==> config.mk <==
export PLATFORM = sky130hd
export DESIGN_NAME = wb_writeback_unit_flat
export DESIGN_NICKNAME = d
export VERILOG_FILES = /design/src/rtl/wb_writeback_unit_if.sv /design/src/rtl/wb_writeback_unit.sv /design/src/flat_wrapper.sv
export SDC_FILE = /design/constraint.sdc
export NUM_CORES = 1
export LEC_CHECK = 0
export BUFFER_PORTS_ARGS = -buffer_cell sky130_fd_sc_hd__buf_2
export CAP_MARGIN = 10
export CELL_PAD_IN_SITES_DETAIL_PLACEMENT = 1
export CELL_PAD_IN_SITES_GLOBAL_PLACEMENT = 1
export CORE_ASPECT_RATIO = 0.5
export CORE_MARGIN = 2
export CORE_UTILIZATION = 47
export DETAILED_ROUTE_END_ITERATION = 8
export PLACE_DENSITY = 0.81
export RECOVER_POWER = 25
export SYNTH_ARGS = -nofsm -noshare
export SYNTH_HDL_FRONTEND = slang
export SYNTH_SLANG_ARGS = --single-unit
export TNS_END_PERCENT = 100
==> constraint.sdc <==
create_clock -name clk -period 8.1 [get_ports clk]
set_input_delay 0 -clock clk [delete_from_list [all_inputs] [get_ports clk]]
set_output_delay 0 -clock clk [all_outputs]
set_load 0.01 [all_outputs]
==> src/rtl/wb_writeback_unit_if.sv <==
// Bus between MEM and the write-back stage: incoming MEM instruction,
// stall/flush control, registered WB result bus, register file read ports
// and the retired-instruction counter.
interface wb_writeback_unit_if #(
  parameter int unsigned REG_INDEX_BIT_WIDTH = 4,
  parameter int unsigned bitwidth            = 32
);
  logic                           MEM_valid;
  logic [3:0]                     MEM_opcode;
  logic [REG_INDEX_BIT_WIDTH-1:0] MEM_index;
  logic [bitwidth-1:0]            MEM_data;
  logic                           stall;
  logic                           flush;
  logic                           WB_valid;
  logic [3:0]                     WB_opcode;
  logic [REG_INDEX_BIT_WIDTH-1:0] WB_index;
  logic [bitwidth-1:0]            WB_data;
  logic                           WB_we;
  logic [REG_INDEX_BIT_WIDTH-1:0] rd_index_a;
  logic [REG_INDEX_BIT_WIDTH-1:0] rd_index_b;
  logic [bitwidth-1:0]            rd_data_a;
  logic [bitwidth-1:0]            rd_data_b;
  logic [31:0]                    retire_count;

  // Upstream side: drives the MEM instruction, pipeline control and read addresses.
  modport master (
    output MEM_valid, MEM_opcode, MEM_index, MEM_data, stall, flush,
           rd_index_a, rd_index_b,
    input  WB_valid, WB_opcode, WB_index, WB_data, WB_we,
           rd_data_a, rd_data_b, retire_count
  );

  // Write-back stage side.
  modport slave (
    input  MEM_valid, MEM_opcode, MEM_index, MEM_data, stall, flush,
           rd_index_a, rd_index_b,
    output WB_valid, WB_opcode, WB_index, WB_data, WB_we,
           rd_data_a, rd_data_b, retire_count
  );
endinterface

==> src/rtl/wb_writeback_unit.sv <==
// Write-back stage: WB pipeline register, 2^REG_INDEX_BIT_WIDTH x bitwidth
// register file with two combinational read ports, and a retired-instruction
// counter.
// Optional macro WB_BYPASS_EN: read ports return WB_data when the addressed
// register is being written on the coming edge (write-through reads).
module wb_writeback_unit #(
  parameter int unsigned REG_INDEX_BIT_WIDTH = 4,
  parameter int unsigned bitwidth            = 32
) (
  input logic              clk,
  input logic              rst,
  wb_writeback_unit_if.slave bus
);

  localparam int unsigned DEPTH = 2 ** REG_INDEX_BIT_WIDTH;

  typedef enum logic [3:0] {
    OP_NOP    = 4'b0000,
    OP_BRANCH = 4'b0010,
    OP_SW     = 4'b0011
  } opcode_e;

  logic                           wb_valid_q;
  logic [3:0]                     wb_opcode_q;
  logic [REG_INDEX_BIT_WIDTH-1:0] wb_index_q;
  logic [bitwidth-1:0]            wb_data_q;
  logic [31:0]                    retire_q;
  logic [bitwidth-1:0]            regfile [DEPTH];

  logic advance;
  logic wb_we;

  // Pipeline advance control and write-enable class decode of the WB instruction.
  always_comb begin
    advance = bus.flush | ~bus.stall;
    wb_we   = wb_valid_q &&
              !((wb_opcode_q == OP_NOP) || (wb_opcode_q == OP_BRANCH) ||
                (wb_opcode_q == OP_SW));
  end

  // WB register, register file commit and retire counter.
  always_ff @(posedge clk) begin
    if (rst) begin
      wb_valid_q  <= 1'b0;
      wb_opcode_q <= OP_NOP;
      wb_index_q  <= '0;
      wb_data_q   <= '0;
      retire_q    <= '0;
      for (int unsigned i = 0; i < DEPTH; i++) begin
        regfile[i[REG_INDEX_BIT_WIDTH-1:0]] <= '0;
      end
    end else if (advance) begin
      // The instruction already in WB commits even when flush squashes the incoming one.
      if (wb_we) begin
        regfile[wb_index_q] <= wb_data_q;
      end
      if (wb_valid_q) begin
        retire_q <= retire_q + 32'd1;
      end
      if (bus.flush || !bus.MEM_valid) begin
        wb_valid_q  <= 1'b0;
        wb_opcode_q <= OP_NOP;
        wb_index_q  <= '0;
        wb_data_q   <= '0;
      end else begin
        wb_valid_q  <= 1'b1;
        wb_opcode_q <= bus.MEM_opcode;
        wb_index_q  <= bus.MEM_index;
        wb_data_q   <= bus.MEM_data;
      end
    end
  end

  // Register file read ports, optionally write-through in the commit cycle.
  always_comb begin
    bus.rd_data_a = regfile[bus.rd_index_a];
    bus.rd_data_b = regfile[bus.rd_index_b];
`ifdef WB_BYPASS_EN
    if (advance && wb_we && (bus.rd_index_a == wb_index_q)) begin
      bus.rd_data_a = wb_data_q;
    end
    if (advance && wb_we && (bus.rd_index_b == wb_index_q)) begin
      bus.rd_data_b = wb_data_q;
    end
`endif
  end

  // Result bus toward the forwarding unit and the counter output.
  always_comb begin
    bus.WB_valid     = wb_valid_q;
    bus.WB_opcode    = wb_opcode_q;
    bus.WB_index     = wb_index_q;
    bus.WB_data      = wb_data_q;
    bus.WB_we        = wb_we;
    bus.retire_count = retire_q;
  end

endmodule

==> src/flat_wrapper.sv <==
// flat-port wrapper written by rule: the top's interface ports become plain ports
module wb_writeback_unit_flat 
#(
  parameter int unsigned REG_INDEX_BIT_WIDTH = 4,
  parameter int unsigned bitwidth            = 32
)
  (clk, rst, bus_MEM_valid, bus_MEM_opcode, bus_MEM_index, bus_MEM_data, bus_stall, bus_flush, bus_rd_index_a, bus_rd_index_b, bus_WB_valid, bus_WB_opcode, bus_WB_index, bus_WB_data, bus_WB_we, bus_rd_data_a, bus_rd_data_b, bus_retire_count);
  wb_writeback_unit_if #(.REG_INDEX_BIT_WIDTH(REG_INDEX_BIT_WIDTH), .bitwidth(bitwidth)) bus_i ();
  input logic clk;
  input logic rst;
  input wire logic [$bits(bus_i.MEM_valid)-1:0] bus_MEM_valid;
  input wire logic [$bits(bus_i.MEM_opcode)-1:0] bus_MEM_opcode;
  input wire logic [$bits(bus_i.MEM_index)-1:0] bus_MEM_index;
  input wire logic [$bits(bus_i.MEM_data)-1:0] bus_MEM_data;
  input wire logic [$bits(bus_i.stall)-1:0] bus_stall;
  input wire logic [$bits(bus_i.flush)-1:0] bus_flush;
  input wire logic [$bits(bus_i.rd_index_a)-1:0] bus_rd_index_a;
  input wire logic [$bits(bus_i.rd_index_b)-1:0] bus_rd_index_b;
  output wire logic [$bits(bus_i.WB_valid)-1:0] bus_WB_valid;
  output wire logic [$bits(bus_i.WB_opcode)-1:0] bus_WB_opcode;
  output wire logic [$bits(bus_i.WB_index)-1:0] bus_WB_index;
  output wire logic [$bits(bus_i.WB_data)-1:0] bus_WB_data;
  output wire logic [$bits(bus_i.WB_we)-1:0] bus_WB_we;
  output wire logic [$bits(bus_i.rd_data_a)-1:0] bus_rd_data_a;
  output wire logic [$bits(bus_i.rd_data_b)-1:0] bus_rd_data_b;
  output wire logic [$bits(bus_i.retire_count)-1:0] bus_retire_count;
  assign bus_i.MEM_valid = bus_MEM_valid;
  assign bus_i.MEM_opcode = bus_MEM_opcode;
  assign bus_i.MEM_index = bus_MEM_index;
  assign bus_i.MEM_data = bus_MEM_data;
  assign bus_i.stall = bus_stall;
  assign bus_i.flush = bus_flush;
  assign bus_i.rd_index_a = bus_rd_index_a;
  assign bus_i.rd_index_b = bus_rd_index_b;
  assign bus_WB_valid = bus_i.WB_valid;
  assign bus_WB_opcode = bus_i.WB_opcode;
  assign bus_WB_index = bus_i.WB_index;
  assign bus_WB_data = bus_i.WB_data;
  assign bus_WB_we = bus_i.WB_we;
  assign bus_rd_data_a = bus_i.rd_data_a;
  assign bus_rd_data_b = bus_i.rd_data_b;
  assign bus_retire_count = bus_i.retire_count;
  wb_writeback_unit #(.REG_INDEX_BIT_WIDTH(REG_INDEX_BIT_WIDTH), .bitwidth(bitwidth)) u_core (.clk(clk), .rst(rst), .bus(bus_i));
endmodule
* Word level (Yosys, flattened, before mapping)
Memory sizes are Yosys's and may differ from the RTL's.
Index checks and enable logic that the tools add are counted.
** Word-level totals
- RAM bits :: 512
- Register bits after elaboration :: 73
- Logic and storage cells :: 33
- Memories kept :: 1
- Output and inout bits :: 138
- Input port bits :: 53
** Memories
- u_core.regfile :: words 16, bits a word 32, read ports 2, clocked after Yosys merged registers in 0, write ports 16, RTL line wb_writeback_unit.sv:28 : logic [bitwidth-1:0] regfile [DEPTH];
** Operators by class
- Multiplexer cells :: 13
- Reductions and logical operators :: 9
- $add $sub $neg :: 1
- Bitwise logic cells :: 2
- Equality and inequality tests :: 2
** Operators by type and width (count)
- 32-bit 2-to-1 mux :: 2
- 32-bit by 1-bit adder with 32-bit output (second input constant) :: 1
- 32-bit OR reduction :: 1
- 4-bit 2-to-1 mux :: 3
- 4-bit by 2-bit equality test with 1-bit output (second input constant) :: 2
- 1-bit 2-to-1 mux :: 8
- 4-bit zero test :: 1
- 1-bit logical OR :: 3
- 1-bit zero test :: 2
- 2-bit AND reduction :: 1
- 1-bit logical AND :: 1
- 1-bit NOT :: 1
- 1-bit bitwise OR :: 1

* Depth between registers and ports, before layout
Gate-level depths: netlist of run 1.
- Word-level depth :: 11
- Gate-level depth with buffers :: 7
- Gate-level depth less buffers :: 6

* Worst setup path after synthesis of run 1
Ideal clock, no wire load.
- Path type :: register to register
- From :: register u_core.wb_opcode_q[0], in the netlist u_core.bus.WB_opcode[0]
- To :: memory u_core.regfile[3][0] (enable)
- Setup slack :: 4.343 ns
- Path buffers :: 0
- Clock period less this slack :: 3.757 ns
- Cell stages (with the launch flop) :: 5
- Data arrival time :: 3.292 ns
- Data required time :: 7.634 ns
- Library setup time :: 0.466 ns
- Path through :: dfxtp_1 -> nor2b_1 -> o2111a_1 -> nand3b_1 -> o21ai_0
** RTL lines
- start: declaration :: RTL line wb_writeback_unit.sv:24 : logic [3:0] wb_opcode_q;
- start signal: assignment :: RTL line wb_writeback_unit.sv:67 : wb_opcode_q <= bus.MEM_opcode;
- end: declaration :: RTL line wb_writeback_unit.sv:28

==> results of run 1 <==
-- stage by stage --
step	std cells	hold WS (ns)	cell area, µm²	utilization	total power (µW)
after floorplan	1858	0.1483	29480	-	3841
after global routing	2923	0.09622	33730	0.5478	6911
after detailed placement	2733	0.2446	31310	0.5085	4076
after global placement	2733	0.2334	31310	0.5085	4052
after CTS	2923	0.08046	33980	0.5518	6737
final	2928	0.1175	33740	0.5480	6759
-- worst max path at each step --
stage               depth (start not counted)                                  end  slack (ns)                                 start
floorplan                                   4   u_core.regfile[3][0]$_SDFFCE_PN0P_        4.34  u_core.bus.WB_opcode[0]$_SDFFE_PP0N_
global placement                            7  u_core.regfile[1][21]$_SDFFCE_PN0P_        4.13                                   rst
detailed placement                          7  u_core.regfile[0][21]$_SDFFCE_PN0P_        3.94                                   rst
CTS                                         6  u_core.regfile[0][27]$_SDFFCE_PN0P_        4.53  u_core.bus.WB_opcode[0]$_SDFFE_PP0N_
global route                                6  u_core.regfile[0][10]$_SDFFCE_PN0P_        3.24  u_core.bus.WB_opcode[0]$_SDFFE_PP0N_
finish                                      6  u_core.regfile[0][10]$_SDFFCE_PN0P_        3.28  u_core.bus.WB_opcode[0]$_SDFFE_PP0N_
-- flip-flops by register name, summed over array words and instances (netlist names) --
register and cells:
u_core.bus.retire_count 32, u_core.bus.WB_data 32, u_core.regfile 512, u_core.bus.WB_valid 1, u_core.bus.WB_index 4, u_core.bus.WB_opcode 4
-- area by class of cell --
class | count | area, µm²
diodes | 5 | 12.51
fillers | 5738 | 27840
clock buffers | 66 | 1459
repair buffers | 310 | 1984
well taps | 825 | 1032
multi-input cells | 1096 | 12060
flip-flops and latches | 585 | 16840
inverters | 3 | 11.26
clock inverters | 38 | 347.8
-- tightest hold or removal path, stage by stage --
cell and delay, ns:
sky130_fd_sc_hd__buf_2 0.12, sky130_fd_sc_hd__nand2b_1 0.31, sky130_fd_sc_hd__nand3_1 0.17, sky130_fd_sc_hd__a21oi_1 0.06
-- what timing repair did --
action / in CTS / in global routing
endpoints found under the hold margin: 41 / 0
hold buffers: 86 / 0
endpoints found under the setup margin: 0 / 0
buffers inserted: 0 / 0
-- cells in the mapped netlist, drive strengths merged, types with 6 or more instances --
master,instances
or2,7
nand4,11
dfxtp,73
a21oi,6
xnor2,14
and2,514
mux4,320
edfxtp,512
o21ai,14
nand2,16
a22oi,40
nor3,9
nand3,10
buf,31
xor2,10
nor2,87
clkbuf,143
-- routing by layer --
metal  wire [µm]  global-route usage
met5           0                   0
met4        4221              0.1188
met3        9295             0.06384
met2       47260              0.4947
met1       35020              0.3901
-- kinds of logic (layout without fill, tap and decap cells) --
| group | Yosys count | count (layout) |
|---|---|---|
| muxes | 323 | 323 |
| adders and majority gates | 1 | 1 |
| AOI/OAI and AO/OA | 64 | 64 |
| buffers and inverters | 177 | 417 |
| and+or+nand+nor | 684 | 684 |
| DFF | 585 | 585 |
| other | 0 | 5 |
| xor gates and xnor gates | 24 | 24 |
-- power by group through the flow --
| stage | Clock [µW] | Sequential (µW) | Combinational (µW) |
|---|---|---|---|
| after global placement | 0 | 3470 | 585 |
| after floorplan | 0 | 3450 | 387 |
| after detailed placement | 0 | 3480 | 595 |
| after CTS | 2700 | 3420 | 620 |
| after global routing | 2830 | 3430 | 647 |
| final | 2710 | 3420 | 622 |
==> metrics.txt, run 1 <==
# TYPE chip_impl_metric gauge
chip_impl_metric{name="grt_pass1_vias",unit=""} 20620
chip_impl_metric{name="layout.nets",unit=""} 2105
chip_impl_metric{name="power.net_switching",unit="µW"} 1637
chip_impl_info{name="cpMaxStageDelayCell",value="sky130_fd_sc_hd__clkbuf_1"} 1
chip_impl_metric{name="number_of_distinct_library_cells_after_synthesis",unit=""} 39
chip_impl_info{name="grt_setup_unrepaired",value="false"} 1
chip_impl_metric{name="synth-seq-area-share",unit=""} 0.5712
chip_impl_info{name="crit_type",value="reg2reg"} 1
chip_impl_metric{name="period_needed",unit="ns"} 4.815
chip_impl_metric{name="internal_power",unit="µW"} 5123
chip_impl_metric{name="detailedPlacementHpwl",unit="µm"} 51980
chip_impl_info{name="regToRegEndpoint",value="u_core.regfile[0][10]$_SDFFCE_PN0P_"} 1
chip_impl_metric{name="global_route_wire_length_before_repair",unit="µm"} 141300
chip_impl_metric{name="combPwrFrac",unit=""} 0.092
chip_impl_metric{name="leakagePower",unit="µW"} 0.01185
chip_impl_metric{name="fraction_of_final_layout_cells_sized_beyond_drive_strength_1",unit=""} 0.2698
chip_impl_metric{name="numPortBuffers",unit=""} 190
chip_impl_metric{name="floorplan.initialDensity",unit=""} 0.4787
chip_impl_metric{name="num_vias",unit=""} 19100
chip_impl_metric{name="area_delta_synth_final",unit="%"} 14.48
chip_impl_metric{name="grt.total_usage",unit=""} 0.2998
chip_impl_metric{name="viasPerCell",unit=""} 6.522
chip_impl_metric{name="compound_gate_portion_of_the_synthesized_area",unit=""} 0.01477
chip_impl_info{name="cts-root-buf",value="sky130_fd_sc_hd__clkbuf_16"} 1
chip_impl_metric{name="grt_start_max_net_pins",unit=""} 68
chip_impl_metric{name="hold-path-cell-count",unit=""} 4
chip_impl_metric{name="synth.net_count",unit=""} 1912
chip_impl_info{name="dominantRegCellSynth",value="sky130_fd_sc_hd__edfxtp_1"} 1
chip_impl_metric{name="avgSynthCellArea",unit="µm²"} 15.86
chip_impl_metric{name="placement_rows",unit=""} 64
chip_impl_metric{name="critical_path_buf_inv_count",unit=""} 1
chip_impl_metric{name="wire_per_inst",unit="µm"} 32.72
chip_impl_metric{name="skew",unit="ns"} 0.02808
chip_impl_metric{name="gpl.final_weighted_congestion",unit=""} 0.7583
chip_impl_info{name="crit_path_start_kind",value="flop"} 1
chip_impl_info{name="rr_startpoint",value="u_core.bus.WB_opcode[0]$_SDFFE_PP0N_"} 1
chip_impl_info{name="terminating_pin_of_the_worst_hold_path",value="u_core.bus.retire_count[1]$_SDFFE_PP0P_"} 1
chip_impl_metric{name="finalMaxSlewViolations",unit=""} 266
chip_impl_metric{name="xor_xnor_fraction_of_synth_area",unit=""} 0.007131
chip_impl_metric{name="die_height",unit="µm"} 181.1
chip_impl_metric{name="timing.max_cap.violations",unit=""} 13
chip_impl_metric{name="dr.first_iter.drc_count",unit=""} 2118
chip_impl_metric{name="cts.reportedPaths.clkPinSlew",unit="ns"} 0.06
chip_impl_info{name="most-common-layout-cells",value="sky130_fd_sc_hd__edfxtp_1 (512), sky130_fd_sc_hd__and2_1 (429), sky130_fd_sc_hd__mux4_2 (320), sky130_fd_sc_hd__buf_2 (108), sky130_fd_sc_hd__clkbuf_1 (90)"} 1
chip_impl_metric{name="clock-sinks",unit=""} 585
chip_impl_metric{name="crit_fanout",unit=""} 33
chip_impl_info{name="layout.cells.most_common",value="sky130_fd_sc_hd__edfxtp_1"} 1
chip_impl_metric{name="max_freq",unit="GHz"} 0.2077
chip_impl_metric{name="r2r_cells",unit=""} 6
chip_impl_metric{name="power.sequential.fraction",unit=""} 0.507
chip_impl_metric{name="final_hold_viols",unit=""} 0
chip_impl_metric{name="cts-buffers-inserted",unit=""} 55
chip_impl_metric{name="totalWireLength",unit="µm"} 95800
chip_impl_metric{name="muxShareOfSynthArea",unit=""} 0.2456
chip_impl_info{name="cts_tree",value="yes"} 1
chip_impl_metric{name="synth_register_bits",unit=""} 585
chip_impl_metric{name="cp_data_arrival_time",unit="ns"} 5.02
chip_impl_metric{name="post_synth_fa_ha_maj_area_fraction",unit=""} 0.0004245
chip_impl_metric{name="boundaryPins",unit=""} 191
chip_impl_metric{name="drc",unit=""} 0
chip_impl_metric{name="clock_power_share",unit=""} 0.401
chip_impl_metric{name="cp_slowest_stage_delay",unit="ns"} 1.67
chip_impl_metric{name="basic_gate_share_of_the_synthesized_area_counting_and_or_nand_and_nor_cells",unit=""} 0.1369
chip_impl_info{name="synth_top_family_by_area",value="multiplexers"} 1
chip_impl_info{name="end_kind",value="flop"} 1
chip_impl_metric{name="worst-slew-pin-transition",unit="ns"} 2.532
chip_impl_info{name="timing.hold.worst.class",value="in2reg"} 1
chip_impl_metric{name="h-tree-depth",unit=""} 2
chip_impl_metric{name="synth_edf_count",unit=""} 512
chip_impl_info{name="worst_hold_startpoint",value="bus_flush"} 1
chip_impl_metric{name="vdd_drop_max",unit="mV"} 0.1625
chip_impl_metric{name="drt_first_pass_iters",unit=""} 5
chip_impl_metric{name="synthesis.yosys.warnings",unit=""} 0
chip_impl_metric{name="max_slew_margin",unit=""} -0.7062
chip_impl_metric{name="power.share.switching",unit=""} 0.2421
chip_impl_metric{name="critical_path_required",unit="ns"} 8.30
chip_impl_info{name="family_of_cells_with_the_greatest_summed_delay_on_the_critical_path",value="simple AND/OR/NAND/NOR gates"} 1
chip_impl_metric{name="timing.final.ws_setup",unit="ns"} 3.285
chip_impl_metric{name="synth_largest_type_area_fraction",unit=""} 0.5216
chip_impl_info{name="crit_chain",value="nor2b_1 -> o2111a_1 -> nand2_1 -> nor3_1 -> clkbuf_1 -> or2_2"} 1
chip_impl_info{name="synth_top_area_cell",value="sky130_fd_sc_hd__edfxtp_1"} 1
chip_impl_metric{name="floorplan.core_area",unit="µm²"} 61580
chip_impl_metric{name="postRouteAntennaNets",unit=""} 0
chip_impl_info{name="run_status",value="finished with violations"} 1
chip_impl_metric{name="grt_antenna_before_repair",unit=""} 4
chip_impl_metric{name="design.die.area",unit="µm²"} 64860
chip_impl_metric{name="gr-total-overflow",unit=""} 0
chip_impl_metric{name="synthesis.instances",unit=""} 1858
chip_impl_metric{name="synth_area",unit="µm²"} 29480
chip_impl_metric{name="finalSetupTns",unit="ns"} 0
chip_impl_metric{name="number_of_gates_given_a_new_drive_strength_after_cts",unit=""} 0
chip_impl_metric{name="ctsLongestPathBuffers",unit=""} 3
chip_impl_metric{name="report.final.setup_viol",unit=""} 0
chip_impl_metric{name="worstSkewPairLatency",unit="ns"} 0.62
chip_impl_metric{name="rrSetupSlack",unit="ns"} 3.28
chip_impl_metric{name="power_density",unit="nW/µm²"} 200.3
chip_impl_metric{name="post-place-ws",unit="ns"} 3.943
chip_impl_info{name="failed_checks",value="max-capacitance violations, max-slew violations"} 1
chip_impl_info{name="post_synth_main_area_contributors",value="sky130_fd_sc_hd__edfxtp_1 (52%), sky130_fd_sc_hd__mux4_2 (24%), sky130_fd_sc_hd__and2_1 (11%)"} 1
chip_impl_metric{name="die_x",unit="µm"} 358.2
chip_impl_metric{name="post-route-period-util",unit=""} 0.5945
chip_impl_metric{name="synth-async-reset-ratio",unit=""} 0
(Power assumes the default switching activity.)
==> inputs of run 2 (changes only) <==
--- a/config.mk
+++ b/config.mk
@@ -5,15 +5,16 @@
 export SDC_FILE = /design/constraint.sdc
 export NUM_CORES = 1
 export LEC_CHECK = 0
+export ABC_AREA = 1
 export BUFFER_PORTS_ARGS = -buffer_cell sky130_fd_sc_hd__buf_2
 export CAP_MARGIN = 10
 export CELL_PAD_IN_SITES_DETAIL_PLACEMENT = 1
 export CELL_PAD_IN_SITES_GLOBAL_PLACEMENT = 1
 export CORE_ASPECT_RATIO = 0.5
 export CORE_MARGIN = 2
-export CORE_UTILIZATION = 47
+export CORE_UTILIZATION = 43
 export DETAILED_ROUTE_END_ITERATION = 8
-export PLACE_DENSITY = 0.81
+export PLACE_DENSITY = 0.84
 export RECOVER_POWER = 25
 export SYNTH_ARGS = -nofsm -noshare
 export SYNTH_HDL_FRONTEND = slang
==> constraint.sdc (replaced) <==
create_clock -name clk -period 4.2 [get_ports clk]
set_input_delay 0 -clock clk [delete_from_list [all_inputs] [get_ports clk]]
set_output_delay 0 -clock clk [all_outputs]
set_load 0.01 [all_outputs]
==> metrics.txt, run 2 <==
# TYPE chip_impl_metric gauge
chip_impl_metric{name="finalMaxSlewViolations",unit=""} 218
chip_impl_metric{name="die_x",unit="µm"} 386.0
chip_impl_info{name="cpMaxStageDelayCell",value="sky130_fd_sc_hd__clkbuf_2"} 1
chip_impl_metric{name="design.die.area",unit="µm²"} 75270
chip_impl_metric{name="wire_per_inst",unit="µm"} 25.60
chip_impl_info{name="post_synth_most_frequent_cells",value="sky130_fd_sc_hd__edfxtp_1 (512), sky130_fd_sc_hd__nand2_1 (494), sky130_fd_sc_hd__nor2_1 (419)"} 1
chip_impl_metric{name="max_slew_margin",unit=""} -0.9204
chip_impl_metric{name="layout.filler_cells",unit=""} 8288
chip_impl_metric{name="totalWireLength",unit="µm"} 118300
chip_impl_metric{name="detailedPlacementHpwl",unit="µm"} 71290
chip_impl_info{name="run_status",value="finished with violations"} 1
chip_impl_metric{name="die_height",unit="µm"} 195.0
chip_impl_metric{name="grt_start_max_net_pins",unit=""} 138
chip_impl_metric{name="synth_largest_type_area_fraction",unit=""} 0.4900
chip_impl_metric{name="drc",unit=""} 0
chip_impl_info{name="timing.hold.worst.class",value="in2reg"} 1
chip_impl_metric{name="avgSynthCellArea",unit="µm²"} 8.744
chip_impl_info{name="cts-root-buf",value="sky130_fd_sc_hd__clkbuf_16"} 1
chip_impl_metric{name="synthesis.yosys.warnings",unit=""} 0
chip_impl_metric{name="viasPerCell",unit=""} 6.166
chip_impl_metric{name="grt_antenna_before_repair",unit=""} 3
chip_impl_metric{name="final_hold_viols",unit=""} 0
chip_impl_metric{name="post-route-period-util",unit=""} 0.8565
chip_impl_metric{name="cts-buffers-inserted",unit=""} 56
chip_impl_info{name="cts_tree",value="yes"} 1
chip_impl_metric{name="gr-total-overflow",unit=""} 0
chip_impl_info{name="failed_checks",value="max-capacitance violations, max-slew violations"} 1
chip_impl_metric{name="number_of_gates_given_a_new_drive_strength_after_cts",unit=""} 0
chip_impl_metric{name="timing.final.ws_setup",unit="ns"} 0.6026
chip_impl_metric{name="numPortBuffers",unit=""} 190
chip_impl_metric{name="leakagePower",unit="µW"} 0.01249
chip_impl_metric{name="h-tree-depth",unit=""} 2
chip_impl_metric{name="clock-sinks",unit=""} 585
chip_impl_metric{name="synthesis.instances",unit=""} 3588
chip_impl_metric{name="drt_first_pass_iters",unit=""} 6
chip_impl_info{name="post_synth_main_area_contributors",value="sky130_fd_sc_hd__edfxtp_1 (49%), sky130_fd_sc_hd__nand3_1 (6.6%), sky130_fd_sc_hd__o211ai_1 (6.1%)"} 1
chip_impl_info{name="crit_path_start_kind",value="input port"} 1
chip_impl_info{name="critical_path.most_common_cell",value="sky130_fd_sc_hd__nand3_1"} 1
chip_impl_metric{name="grt_pass1_vias",unit=""} 29000
chip_impl_info{name="layout.cells.most_common",value="sky130_fd_sc_hd__edfxtp_1"} 1
chip_impl_metric{name="post_cts_buffers",unit=""} 0
chip_impl_metric{name="layout.nets",unit=""} 3666
chip_impl_metric{name="power_density",unit="nW/µm²"} 392.4
chip_impl_metric{name="period_needed",unit="ns"} 3.597
chip_impl_info{name="end_kind",value="output pin"} 1
chip_impl_metric{name="muxShareOfSynthArea",unit=""} 0
chip_impl_metric{name="area_delta_synth_final",unit="%"} 10.50
chip_impl_metric{name="synth_register_bits",unit=""} 585
chip_impl_info{name="dominantRegCellSynth",value="sky130_fd_sc_hd__edfxtp_1"} 1
chip_impl_metric{name="gpl.final_weighted_congestion",unit=""} 0.8671
chip_impl_metric{name="synth_area",unit="µm²"} 31380
chip_impl_info{name="family_of_cells_with_the_greatest_summed_delay_on_the_critical_path",value="buffers and inverters"} 1
chip_impl_metric{name="floorplan.initialDensity",unit=""} 0.4384
chip_impl_metric{name="postRouteAntennaNets",unit=""} 0
chip_impl_metric{name="dr.first_iter.drc_count",unit=""} 3683
chip_impl_metric{name="post-place-ws",unit="ns"} 1.056
chip_impl_metric{name="cts_hold_buffers",unit=""} 47
chip_impl_info{name="crit_type",value="in2out"} 1
chip_impl_metric{name="placement_rows",unit=""} 69
chip_impl_metric{name="cp_data_arrival_time",unit="ns"} 3.60
chip_impl_metric{name="post_synth_fa_ha_maj_area_fraction",unit=""} 0.0003988
chip_impl_info{name="grt_setup_unrepaired",value="false"} 1
chip_impl_info{name="synthMostInstantiatedCell",value="sky130_fd_sc_hd__edfxtp_1"} 1
chip_impl_metric{name="boundaryPins",unit=""} 191
chip_impl_metric{name="finalSetupTns",unit="ns"} 0
chip_impl_info{name="synth_top_family_by_area",value="simple AND/OR/NAND/NOR gates"} 1
chip_impl_metric{name="largest_register_ff_count",unit=""} 512
chip_impl_metric{name="global_route_wire_length_before_repair",unit="µm"} 176100
chip_impl_metric{name="number_of_distinct_library_cells_after_synthesis",unit=""} 29
chip_impl_metric{name="synth-seq-area-share",unit=""} 0.5366
chip_impl_info{name="synth_top_area_cell",value="sky130_fd_sc_hd__edfxtp_1"} 1
chip_impl_metric{name="max_freq",unit="GHz"} 0.2780
chip_impl_info{name="crit_chain",value="clkbuf_2 -> buf_12 -> a21oi_1 -> o21ai_0 -> nand3_1 -> nand3_1 -> nand2_1 -> buf_2"} 1
chip_impl_metric{name="critical_path_required",unit="ns"} 4.20
chip_impl_metric{name="timing.max_cap.violations",unit=""} 4
chip_impl_metric{name="synth-async-reset-ratio",unit=""} 0
chip_impl_info{name="most-common-layout-cells",value="sky130_fd_sc_hd__edfxtp_1 (512), sky130_fd_sc_hd__nand2_1 (479), sky130_fd_sc_hd__nor2_1 (434), sky130_fd_sc_hd__nand3_1 (413), sky130_fd_sc_hd__inv_1 (332)"} 1
chip_impl_metric{name="fraction_of_final_layout_cells_sized_beyond_drive_strength_1",unit=""} 0.1091
chip_impl_metric{name="basic_gate_share_of_the_synthesized_area_counting_and_or_nand_and_nor_cells",unit=""} 0.2175
chip_impl_metric{name="critical_path_buf_inv_count",unit=""} 3
chip_impl_metric{name="worstSkewPairLatency",unit="ns"} 0.68
chip_impl_metric{name="skew",unit="ns"} 0.04137
chip_impl_metric{name="ctsLongestPathBuffers",unit=""} 3
chip_impl_metric{name="floorplan.core_area",unit="µm²"} 71570
chip_impl_metric{name="num_vias",unit=""} 28490
chip_impl_metric{name="vdd_drop_max",unit="mV"} 0.3443
chip_impl_metric{name="grt.total_usage",unit=""} 0.3069
chip_impl_metric{name="report.final.setup_viol",unit=""} 0
chip_impl_metric{name="synth.net_count",unit=""} 3642
chip_impl_info{name="regMostFlops",value="u_core.regfile"} 1
chip_impl_metric{name="crit_fanout",unit=""} 128
chip_impl_metric{name="worst-slew-pin-transition",unit="ns"} 2.881
chip_impl_metric{name="cts.reportedPaths.clkPinSlew",unit="ns"} 0.07
chip_impl_metric{name="compound_gate_portion_of_the_synthesized_area",unit=""} 0.1547
chip_impl_metric{name="xor_xnor_fraction_of_synth_area",unit=""} 0.0002792
chip_impl_metric{name="synth_edf_count",unit=""} 512
chip_impl_metric{name="cp_slowest_stage_delay",unit="ns"} 1.95
run 2: logic make-up after synthesis:
logic type / after synthesis
simple gates: 1518
compound gates: 837
buf+inv: 646
flops: 585
xor+xnor: 1
fa+ha+maj: 1
run 2: area by class of cell:
class / instances / area, µm² / share of cell area
Timing Repair Buffer: 274 / 1748 / 0.05042
Tap cell: 958 / 1199 / 0.03457
Clock inverter: 40 / 437.9 / 0.01263
Inverter: 338 / 1269 / 0.03660
Antenna cell: 4 / 10.01 / 0.0002887
Clock buffer: 64 / 1474 / 0.04251
Sequential cell: 585 / 16840 / 0.4856
Multi-Input combinational cell: 2357 / 11700 / 0.3373
run 2: worst paths after layout:
path / startpoint / end / slack, ns / cells past startpoint
worst min register to register: u_core.bus.retire_count[7]$_SDFFE_PP0P_ / u_core.bus.retire_count[7]$_SDFFE_PP0P_ / 0.48 / 2
worst max-delay path: bus_rd_index_b[0] / bus_rd_data_b[1] / 0.60 / 8
worst min-delay path: bus_MEM_data[5] / u_core.bus.WB_data[5]$_SDFFE_PP0N_ / 0.14 / 4
worst max register to register: u_core.bus.WB_valid$_SDFFE_PP0N_ / u_core.regfile[6][14]$_SDFFCE_PN0P_ / 0.65 / 7
run 2: report_power, final:
group	switching [µW]	internal (µW)
Combinational	1140	413
Clock	2460	3030
Sequential	90.8	6470
run 2: worst min-delay path, cell delays in order:
cell                            delay, ns
sky130_fd_sc_hd__dlygate4sd3_1       0.54
sky130_fd_sc_hd__buf_2               0.13
sky130_fd_sc_hd__nand2_1             0.05
sky130_fd_sc_hd__a21oi_1             0.05
run 2: routing by layer:
metal	routed length, µm	GRT usage	vias up
li1	-	-	12330
met1	45010	0.3854	14150
met2	55280	0.5012	1639
met3	11520	0.05884	358
met4	6432	0.1657	4
met5	27	0	-
run 2: per-stage QoR:
step | instance area, µm² | cells | util | hold slack, ns | total power [µW]
6_report | 34670 | 4620 | 0.4844 | 0.1430 | 13600
5_1_grt | 34660 | 4616 | 0.4843 | 0.1605 | 13910
4_1_cts | 34820 | 4615 | 0.4865 | 0.1051 | 13540
3_5_place_dp | 32440 | 4464 | 0.4532 | 0.2565 | 8154
3_3_place_gp | 32420 | 4463 | 0.4530 | 0.2485 | 8073
2_1_floorplan | 31380 | 3588 | - | 0.1446 | 7544
==> inputs of run 3 (changes only) <==
--- a/config.mk
+++ b/config.mk
@@ -14,7 +14,7 @@
 export CORE_MARGIN = 2
 export CORE_UTILIZATION = 43
 export DETAILED_ROUTE_END_ITERATION = 8
-export PLACE_DENSITY = 0.84
+export PLACE_DENSITY = 0.86
 export RECOVER_POWER = 25
 export SYNTH_ARGS = -nofsm -noshare
 export SYNTH_HDL_FRONTEND = slang
==> metrics.txt, run 3 (synthesis gave the netlist of run 2 again) <==
# TYPE chip_impl_metric gauge
chip_impl_metric{name="grt_antenna_before_repair",unit=""} 1
chip_impl_metric{name="dpl-instance-area",unit="µm²"} 32420
chip_impl_metric{name="drt_first_pass_iters",unit=""} 7
chip_impl_metric{name="floorplan.core_area",unit="µm²"} 71570
chip_impl_metric{name="global_route.usage.met1",unit=""} 0.3788
chip_impl_metric{name="h-tree-depth",unit=""} 2
chip_impl_metric{name="cts-buffers-inserted",unit=""} 56
chip_impl_metric{name="boundaryPins",unit=""} 191
chip_impl_metric{name="power.sequential.fraction",unit=""} 0.496
chip_impl_metric{name="ctsLongestPathBuffers",unit=""} 3
chip_impl_metric{name="floorplan.initialDensity",unit=""} 0.4384
chip_impl_metric{name="die_height",unit="µm"} 195.0
chip_impl_metric{name="power.net_switching",unit="µW"} 3646
chip_impl_metric{name="finalMaxSlewViolations",unit=""} 105
chip_impl_metric{name="postRouteAntennaNets",unit=""} 0
chip_impl_metric{name="skew",unit="ns"} 0.04540
chip_impl_info{name="crit_path_start_kind",value="flop"} 1
chip_impl_metric{name="critical_path_required",unit="ns"} 4.45
chip_impl_metric{name="report.final.setup_viol",unit=""} 0
chip_impl_metric{name="max_freq",unit="GHz"} 0.2931
chip_impl_info{name="end_kind",value="flop"} 1
chip_impl_metric{name="gpl.final_weighted_congestion",unit=""} 0.8738
chip_impl_info{name="failed_checks",value="max-capacitance violations, max-slew violations"} 1
chip_impl_metric{name="wire_per_inst",unit="µm"} 25.29
chip_impl_metric{name="internal_power",unit="µW"} 9598
chip_impl_metric{name="combPwrFrac",unit=""} 0.115
chip_impl_metric{name="post-place-ws",unit="ns"} 1.189
chip_impl_metric{name="cp_data_arrival_time",unit="ns"} 3.66
chip_impl_metric{name="detailedPlacementHpwl",unit="µm"} 69410
chip_impl_metric{name="gr-total-overflow",unit=""} 0
chip_impl_metric{name="numPortBuffers",unit=""} 190
chip_impl_metric{name="critical_path_buf_inv_count",unit=""} 1
chip_impl_metric{name="clock_power_share",unit=""} 0.389
chip_impl_metric{name="totalWireLength",unit="µm"} 116700
chip_impl_metric{name="grt_start_max_net_pins",unit=""} 141
chip_impl_metric{name="sequential_cell_area",unit="µm²"} 16840
chip_impl_metric{name="use_met2",unit=""} 0.5018
chip_impl_metric{name="clock-sinks",unit=""} 585
chip_impl_info{name="run_status",value="finished with violations"} 1
chip_impl_metric{name="leakagePower",unit="µW"} 0.01246
chip_impl_metric{name="grt_pass1_vias",unit=""} 29510
chip_impl_metric{name="layout.nets",unit=""} 3665
chip_impl_info{name="most-common-layout-cells",value="sky130_fd_sc_hd__edfxtp_1 (512), sky130_fd_sc_hd__nor2_1 (488), sky130_fd_sc_hd__nand2_1 (478), sky130_fd_sc_hd__nand3_1 (414), sky130_fd_sc_hd__inv_1 (335)"} 1
chip_impl_metric{name="post-route-period-util",unit=""} 0.8124
chip_impl_metric{name="power_density",unit="nW/µm²"} 385.9
chip_impl_metric{name="cts_hold_buffers",unit=""} 45
chip_impl_metric{name="multiInputGateArea",unit="µm²"} 11540
chip_impl_metric{name="viasPerCell",unit=""} 6.176
chip_impl_info{name="regMostFlops",value="u_core.regfile"} 1
chip_impl_metric{name="timing.max_cap.violations",unit=""} 3
chip_impl_metric{name="dr.first_iter.drc_count",unit=""} 3627
chip_impl_metric{name="post_cts_buffers",unit=""} 0
chip_impl_metric{name="cts.reportedPaths.clkPinSlew",unit="ns"} 0.06
chip_impl_metric{name="layout.filler_cells",unit=""} 8361
chip_impl_metric{name="crit_fanout",unit=""} 33
chip_impl_metric{name="design.die.area",unit="µm²"} 75270
chip_impl_metric{name="number_of_gates_given_a_new_drive_strength_after_cts",unit=""} 0
chip_impl_metric{name="cp_slowest_stage_delay",unit="ns"} 0.99
chip_impl_metric{name="global_route_wire_length_before_repair",unit="µm"} 175600
chip_impl_metric{name="hold_slack",unit="ns"} 0.04172
chip_impl_metric{name="worst-slew-pin-transition",unit="ns"} 1.929
chip_impl_info{name="family_of_cells_with_the_greatest_summed_delay_on_the_critical_path",value="simple AND/OR/NAND/NOR gates"} 1
chip_impl_metric{name="final_hold_viols",unit=""} 0
chip_impl_info{name="cpMaxStageDelayCell",value="sky130_fd_sc_hd__nand2_2"} 1
chip_impl_info{name="grt_setup_unrepaired",value="false"} 1
chip_impl_info{name="cts_tree",value="yes"} 1
chip_impl_metric{name="largest_register_ff_count",unit=""} 512
chip_impl_metric{name="die_x",unit="µm"} 386.0
chip_impl_info{name="cts-root-buf",value="sky130_fd_sc_hd__clkbuf_16"} 1
chip_impl_metric{name="grt_use_met3",unit=""} 0.05763
chip_impl_metric{name="max_slew_margin",unit=""} -0.2858
chip_impl_metric{name="power.share.switching",unit=""} 0.2753
chip_impl_metric{name="grt.total_usage",unit=""} 0.3040
chip_impl_metric{name="worstSkewPairLatency",unit="ns"} 0.67
chip_impl_metric{name="num_vias",unit=""} 28500
chip_impl_info{name="crit_type",value="reg2reg"} 1
chip_impl_info{name="layout.cells.most_common",value="sky130_fd_sc_hd__edfxtp_1"} 1
chip_impl_info{name="crit_chain",value="inv_1 -> a21oi_1 -> nand3_1 -> nor3_4 -> nand2_4 -> nand2_2"} 1
chip_impl_metric{name="period_needed",unit="ns"} 3.412
chip_impl_metric{name="finalSetupTns",unit="ns"} 0
chip_impl_metric{name="placement_rows",unit=""} 69
chip_impl_metric{name="timing.final.ws_setup",unit="ns"} 0.7880
chip_impl_info{name="timing.hold.worst.class",value="in2reg"} 1
chip_impl_metric{name="num_antenna_cells",unit=""} 0
chip_impl_metric{name="postLayoutCellArea",unit="µm²"} 34320
chip_impl_info{name="global_route.peak_usage_layer",value="met2"} 1
chip_impl_metric{name="fraction_of_final_layout_cells_sized_beyond_drive_strength_1",unit=""} 0.09984
chip_impl_metric{name="drc",unit=""} 0
chip_impl_metric{name="vdd_drop_max",unit="mV"} 0.3558
chip_impl_metric{name="area_delta_synth_final",unit="%"} 9.387
-- run 3: final timing paths --
kind,cells after the start,start,slack (ns),to
min,5,rst,0.04,u_core.bus.retire_count[18]$_SDFFE_PP0P_
max,6,u_core.bus.WB_valid$_SDFFE_PP0N_,0.79,u_core.regfile[13][31]$_SDFFCE_PN0P_
max reg2reg,6,u_core.bus.WB_valid$_SDFFE_PP0N_,0.79,u_core.regfile[13][31]$_SDFFCE_PN0P_
min reg2reg,2,u_core.bus.WB_data[31]$_SDFFE_PP0N_,0.48,u_core.bus.WB_data[31]$_SDFFE_PP0N_
-- run 3: per-layer routing --
| metal | vias up | wire length [µm] |
|---|---|---|
| li1 | 12320 | - |
| met1 | 14150 | 44120 |
| met2 | 1650 | 55140 |
| met3 | 375 | 11130 |
| met4 | 0 | 6319 |
| met5 | - | 0 |
-- run 3: tightest hold or removal path: cells and delay by family --
| kind | cells | cell delay (ns) |
|---|---|---|
| buffers and inverters | 3 | 0.45 |
| AND/OR/NAND/NOR | 2 | 0.17 |
-- run 3: power groups by stage --
stage	Clock, µW	Combinational (µW)	Sequential (µW)
after floorplan	0	891	6650
after global placement	0	1380	6670
after detailed placement	0	1450	6690
after CTS	5150	1490	6560
after global routing	5360	1620	6580
final	5150	1530	6570
-- run 3: layout make-up --
cell class | instances | area share
clock buffer | 72 | 0.04375
multi-input combinational | 2357 | 0.3362
clock inverter | 31 | 0.007474
inverter | 338 | 0.03697
tap | 958 | 0.03493
sequential | 585 | 0.4906
timing repair buffer | 273 | 0.05013
-- run 3: stage by stage --
stage | total power, µW | std cells | util
floorplan | 7544 | 3588 | -
global placement | 8054 | 4466 | 0.4529
detailed placement | 8134 | 4466 | 0.4529
CTS | 13200 | 4614 | 0.4838
global route | 13560 | 4614 | 0.4795
finish | 13240 | 4614 | 0.4795
